## src/rtl/plc_pkg.sv

```systemverilog
// Shared types and constants for the PLC scan-cycle controller.
package plc_pkg;

    typedef enum logic [2:0] {
        ST_SAMPLE,
        ST_EXEC,
        ST_UPDATE,
        ST_WAIT,
        ST_FAULT
    } plc_state_e;

    // Bit positions inside the digital input and output images
    localparam int unsigned DIN_START  = 0;
    localparam int unsigned DIN_STOP   = 1;
    localparam int unsigned DOUT_MOTOR = 0;
    localparam int unsigned DOUT_MAX   = 1;

    localparam int unsigned DEF_SCAN_PERIOD = 16;
    localparam int unsigned DEF_WDT_LIMIT   = 8;

    localparam int unsigned CNT_W = 16;
    localparam int unsigned A0_W  = 16;
    localparam int unsigned DIO_W = 2;

endpackage

```

## src/rtl/plc_scan_ctrl_sync2.sv

```systemverilog
// Two-flop synchronizer for asynchronous level inputs.
module sync2 #(
    parameter int unsigned WIDTH = 1
) (
    input  logic             clk_in,
    input  logic             rst_in,
    input  logic [WIDTH-1:0] d_in,
    output logic [WIDTH-1:0] q_out
);

    logic [WIDTH-1:0] meta_q;
    logic [WIDTH-1:0] sync_q;

    always_ff @(posedge clk_in) begin
        if (rst_in) begin
            meta_q <= '0;
            sync_q <= '0;
        end else begin
            meta_q <= d_in;
            sync_q <= meta_q;
        end
    end

    assign q_out = sync_q;

endmodule

```

## src/rtl/plc_scan_ctrl.sv

```systemverilog
// PLC scan-cycle controller: sample inputs, run CPU program, update outputs, wait.
module plc_scan_ctrl
    import plc_pkg::*;
#(
    parameter int unsigned SCAN_PERIOD = DEF_SCAN_PERIOD,
    parameter int unsigned WDT_LIMIT   = DEF_WDT_LIMIT
) (
    input  logic        clk_in,
    input  logic        rst_in,
    input  logic [15:0] a0_in,
    input  logic [1:0]  din_in,
    output logic        cpu_run_out,
    input  logic        cpu_done_in,
    input  logic        cpu_we_in,
    input  logic [1:0]  cpu_dout_in,
    output logic [15:0] img_a0_out,
    output logic [1:0]  img_din_out,
    output logic [1:0]  d_out,
    output logic        overrun_out,
    output logic        wdt_fault_out
);

    localparam logic [CNT_W-1:0] SCAN_LAST = CNT_W'(SCAN_PERIOD - 1);
    localparam logic [CNT_W-1:0] WDT_LAST  = CNT_W'(WDT_LIMIT - 1);

    plc_state_e        state_q, state_d;
    logic [CNT_W-1:0]  scan_cnt_q, scan_cnt_d;
    logic [CNT_W-1:0]  exec_cnt_q, exec_cnt_d;
    logic [A0_W-1:0]   img_a0_q, img_a0_d;
    logic [DIO_W-1:0]  img_din_q, img_din_d;
    logic [DIO_W-1:0]  pend_q, pend_d;
    logic [DIO_W-1:0]  dout_q, dout_d;
    logic              run_q, run_d;
    logic              ovr_q, ovr_d;
    logic              wdt_q, wdt_d;
    logic [DIO_W-1:0]  din_sync;

    sync2 #(.WIDTH(DIO_W)) u_din_sync (
        .clk_in (clk_in),
        .rst_in (rst_in),
        .d_in   (din_in),
        .q_out  (din_sync)
    );

    always_ff @(posedge clk_in) begin
        if (rst_in) begin
            state_q    <= ST_SAMPLE;
            scan_cnt_q <= '0;
            exec_cnt_q <= '0;
            img_a0_q   <= '0;
            img_din_q  <= '0;
            pend_q     <= '0;
            dout_q     <= '0;
            run_q      <= 1'b0;
            ovr_q      <= 1'b0;
            wdt_q      <= 1'b0;
        end else begin
            state_q    <= state_d;
            scan_cnt_q <= scan_cnt_d;
            exec_cnt_q <= exec_cnt_d;
            img_a0_q   <= img_a0_d;
            img_din_q  <= img_din_d;
            pend_q     <= pend_d;
            dout_q     <= dout_d;
            run_q      <= run_d;
            ovr_q      <= ovr_d;
            wdt_q      <= wdt_d;
        end
    end

    // Period decisions use the post-increment count so SAMPLE recurs every SCAN_PERIOD clocks
    always_comb begin
        state_d    = state_q;
        scan_cnt_d = (scan_cnt_q == '1) ? scan_cnt_q : scan_cnt_q + 1'b1;
        exec_cnt_d = exec_cnt_q;
        img_a0_d   = img_a0_q;
        img_din_d  = img_din_q;
        pend_d     = pend_q;
        dout_d     = dout_q;
        ovr_d      = ovr_q;
        wdt_d      = wdt_q;

        case (state_q)
            ST_SAMPLE: begin
                img_a0_d   = a0_in;
                img_din_d  = din_sync;
                pend_d     = dout_q;
                scan_cnt_d = '0;
                exec_cnt_d = '0;
                state_d    = ST_EXEC;
            end
            ST_EXEC: begin
                exec_cnt_d = exec_cnt_q + 1'b1;
                if (cpu_we_in) begin
                    pend_d = cpu_dout_in;
                end
                if (cpu_done_in) begin
                    state_d = ST_UPDATE;
                end else if (exec_cnt_q == WDT_LAST) begin
                    state_d = ST_FAULT;
                    dout_d  = '0;
                    wdt_d   = 1'b1;
                end
            end
            ST_UPDATE: begin
                dout_d = pend_q;
                if (scan_cnt_d >= SCAN_LAST) begin
                    state_d = ST_SAMPLE;
                    ovr_d   = 1'b1;
                end else begin
                    state_d = ST_WAIT;
                end
            end
            ST_WAIT: begin
                if (scan_cnt_d == SCAN_LAST) begin
                    state_d = ST_SAMPLE;
                end
            end
            ST_FAULT: begin
                dout_d = '0;
                wdt_d  = 1'b1;
            end
            default: begin
                state_d = ST_SAMPLE;
            end
        endcase

        run_d = (state_d == ST_EXEC);
    end

    assign cpu_run_out   = run_q;
    assign img_a0_out    = img_a0_q;
    assign img_din_out   = img_din_q;
    assign d_out         = dout_q;
    assign overrun_out   = ovr_q;
    assign wdt_fault_out = wdt_q;

endmodule

```

## config.mk

```make
export PLATFORM = sky130hd
export DESIGN_NAME = plc_scan_ctrl
export DESIGN_NICKNAME = d
export VERILOG_FILES = /design/src/rtl/plc_pkg.sv /design/src/rtl/plc_scan_ctrl_sync2.sv /design/src/rtl/plc_scan_ctrl.sv
export SDC_FILE = /design/constraint.sdc
export NUM_CORES = 1
export LEC_CHECK = 0
export BUFFER_PORTS_ARGS = -buffer_cell sky130_fd_sc_hd__buf_2
export CORE_UTILIZATION = 57
export DETAILED_ROUTE_END_ITERATION = 12
export PLACE_DENSITY = 0.81
export SYNTH_ARGS = -nofsm -noshare
export SYNTH_HDL_FRONTEND = slang
export SYNTH_SLANG_ARGS = --single-unit
```

## constraint.sdc

```tcl
create_clock -name clk_in -period 5.52 [get_ports clk_in]
set_input_delay 1.104 -clock clk_in [delete_from_list [all_inputs] [get_ports clk_in]]
set_output_delay 1.104 -clock clk_in [all_outputs]
set_load 0.005 [all_outputs]
```

==> flow_metrics.tcl <==
set metrics [dict create \
    outcome "finished, final reports clean" \
    post_cts_buffers 0 \
    p_leak_nw 1.34 \
    r2r-start "scan_cnt_q[0]" \
    muxShareOfSynthArea_pct 1.09 \
    cp_data_arrival_time_ns 3.00 \
    postCtsResizedCells 0 \
    rrSetupSlack_ns 2.72 \
    holdPathStages 2 \
    power_density_nw_per_um2 303 \
    diodes 0 \
    wl_per_cell_um 13.4 \
    p_clk_share_pct 38.7 \
    ir_drop_mv 0.183 \
    ioPinCount 47 \
    via_per_inst 5.68 \
    yosys_warnings 0 \
    synth_edf_count 0 \
    synth_top_flop_cell "dfxtp_1" \
    syn_nets 390 \
    drive_gt1_share_pct 17.7 \
    grt_pass1_vias 2358 \
    clk-insertion-delay-late_ns 0.35 \
    p_int_mw 0.729 \
    synth_top_area_share_pct 44.4 \
    synth_compound_area_share_pct 15.6 \
    ys_seq_area_share_pct 44.4 \
    syn_inst 364 \
    grt_setup_unrepaired "no" \
    path_max_fanout 12 \
    grt-ovfl-total 0 \
    synth.cell_area_sq_um 2880 \
    numClockSinks 64 \
    numPortBuffers 46 \
    worst_setup_path_start_kind "flop" \
    drc 0 \
    yosys-top-cells-area "dfxtp_1 44%, a21oi_1 8.3%, nand2_1 7.6%" \
    finish.net_count 428 \
    dr.first_iter.drc_count 129 \
    critPathKind "reg -> reg" \
    fin_skew_ns 0.00657 \
    routed_wl_um 6340 \
    p_total_mw 1.00 \
    clock.fmax_ghz 0.357 \
    crit_slowest_cell "dfxtp_1" \
    critPathRequiredTime_ns 5.72 \
    synth-xor-area-share_pct 1.52 \
    die_y_um 73.1 \
    ant_nets 0 \
    finalMaxSlewViolations 0 \
    grt_pass1_wl_um 10200 \
    relSlewSlack_pct 42.6 \
    dp_slack_ns 2.77 \
    async_reset_ff_share_pct 0 \
    switchingPower_mw 0.271 \
    antenna_found_initial 0 \
    cts.clk_slew.worst_paths_ns 0.07 \
    ctsRootBufferMaster "clkbuf_8" \
    synth_top_family_by_area "simple AND/OR/NAND/NOR gates" \
    clockBufferDepth 2 \
    yosysUniqueCellTypes 42 \
    p_sw_share_pct 27.1 \
    vias 2686 \
    setup_viol 0 \
    yosys.area.top_type "dfxtp_1" \
    cts_hold_buf 0 \
    core_sq_um 4790 \
    avgSynthCellArea_sq_um 7.92 \
    reg2regPathDepth 8 \
    drv_cap 0 \
    period_minus_slack_ns 2.80 \
    hold_path_startpoint "u_din_sync.q_out[0]" \
    die_w_um 73.1 \
    ys_ff_latch 64 \
    grt_max_degree 50 \
    start_util_pct 60.2 \
    numCtsBuffers 9 \
    tns_ns 0 \
    track_usage_pct 24.8 \
    crit_path_cell_trace "ha_1 > and3_1 > nand4_1 > and3_1 > o211a_1 > nor4_1 > nand2b_1 > a21oi_1" \
    synth-simple-area-share_pct 32.7 \
    area_growth_pct 14.6 \
    finalHoldViolations 0 \
    dieArea_sq_um 5350 \
    synthAdderAreaFrac_pct 0.868 \
    synthTopCellsByCount "64 x dfxtp_1, 58 x nand2_1, 48 x a21oi_1, 33 x nor2_1, 24 x nand3_1" \
    hp-class "reg -> reg" \
    seqPwrFrac_pct 50.1 \
    reg2reg_to "overrun_out" \
    yosysMostFrequentCell "dfxtp_1" \
    htreeDepth 3 \
    rows 25 \
    cp-end-kind "flop" \
    worstHoldEndpoint "img_din_out[0]" \
    period_share_pct 50.7 \
    slowest_delay_ns 0.48 \
    crit_top_cell "and3_1" \
    power_frac_comb_pct 11.2 \
    setup_slack_ns 2.72 \
    post-dp-hpwl_um 4280 \
    dr.pass1.iters 4 \
    cp-startpoint "scan_cnt_q[0]" \
    cts_tree "built" \
    globalplace.congestion 0.853 \
    tightest_slew_ns 0.859 \
]
logic make-up after synthesis:
logic type	after synthesis
compound gates	77
buf+inv	26
flops	64
simple gates	187
xor+xnor	5
fa+ha+maj	2
mux	3
cell usage in the layout, fill, tap and decap left out, drive strengths merged, types with 4 or more instances in the layout:
| master | netlist | final |
|---|---|---|
| nor3 | 16 | 16 |
| clkbuf | 15 | 9 |
| o21ai | 7 | 7 |
| dfxtp | 64 | 64 |
| nand2b | 6 | 6 |
| nor2b | 7 | 7 |
| and4 | 7 | 7 |
| a211oi | 5 | 5 |
| or2 | 6 | 6 |
| inv | 6 | 6 |
| nor4 | 7 | 7 |
| nor2 | 33 | 33 |
| nand2 | 58 | 58 |
| a21oi | 48 | 48 |
| nand3 | 24 | 24 |
| and3 | 4 | 4 |
| nand4 | 14 | 14 |
| clkinv | 0 | 4 |
| buf | 5 | 47 |
power by group through the flow:
stage | clock network [mW] | registers, mW | logic, mW
global route | 0.409 | 0.504 | 0.128
CTS | 0.390 | 0.501 | 0.113
floorplan | 0 | 0.506 | 0.0763
detailed placement | 0 | 0.511 | 0.112
finish | 0.387 | 0.501 | 0.112
global placement | 0 | 0.510 | 0.109
cell type report:
cell class | instances | area (sq um)
fill | 396 | 1480
sequential | 64 | 1280
clock buffer | 9 | 124
clock inverter | 6 | 61.3
multi-input combinational | 274 | 1490
tap | 67 | 83.8
inverter | 6 | 22.5
timing repair buffer | 47 | 238
per-stage QoR:
step	area, sq um	hold WS (ns)	util (%)	std cells
floorplan	2880	0.414	-	364
global placement	3120	0.421	65.2	458
detailed placement	3120	0.430	65.2	458
CTS	3300	0.432	69.0	473
global route	3300	0.450	69.0	473
finish	3300	0.429	69.0	473
worst max-delay path by stage:
stage	to	slack [ns]	cells past startpoint
after floorplan	state_q[1]	3.41	9
after global placement	scan_cnt_q[2]	2.80	4
after detailed placement	scan_cnt_q[2]	2.77	4
after CTS	overrun_out	2.76	8
after global routing	overrun_out	2.53	8
final	overrun_out	2.72	8
per-layer routing:
layer	vias to the layer above	part of all wire (%)	track usage (%)
li1	1365	-	-
met1	1263	44	30.3
met2	49	50	41.5
met3	9	3.6	5.94
met4	0	1.7	11.1
met5	-	0	0
sequential cells by signal (all words and copies together) (netlist names):
name / count
u_din_sync.meta_q: 2
wdt_fault_out: 1
scan_cnt_q: 16
state_q: 3
cpu_run_out: 1
img_a0_out: 16
d_out: 2
overrun_out: 1
exec_cnt_q: 16
pend_q: 2
u_din_sync.q_out: 2
img_din_out: 2
critical path: cells and delay by family (launching register included):
family                     cells  cell delay [ns]
AOI/OAI and AO/OA              2             0.26
adders and majority gates      1             0.37
DFF                            1             0.48
and+or+nand+nor                5             1.54
Note: power is estimated with default switching activity, not from simulation.
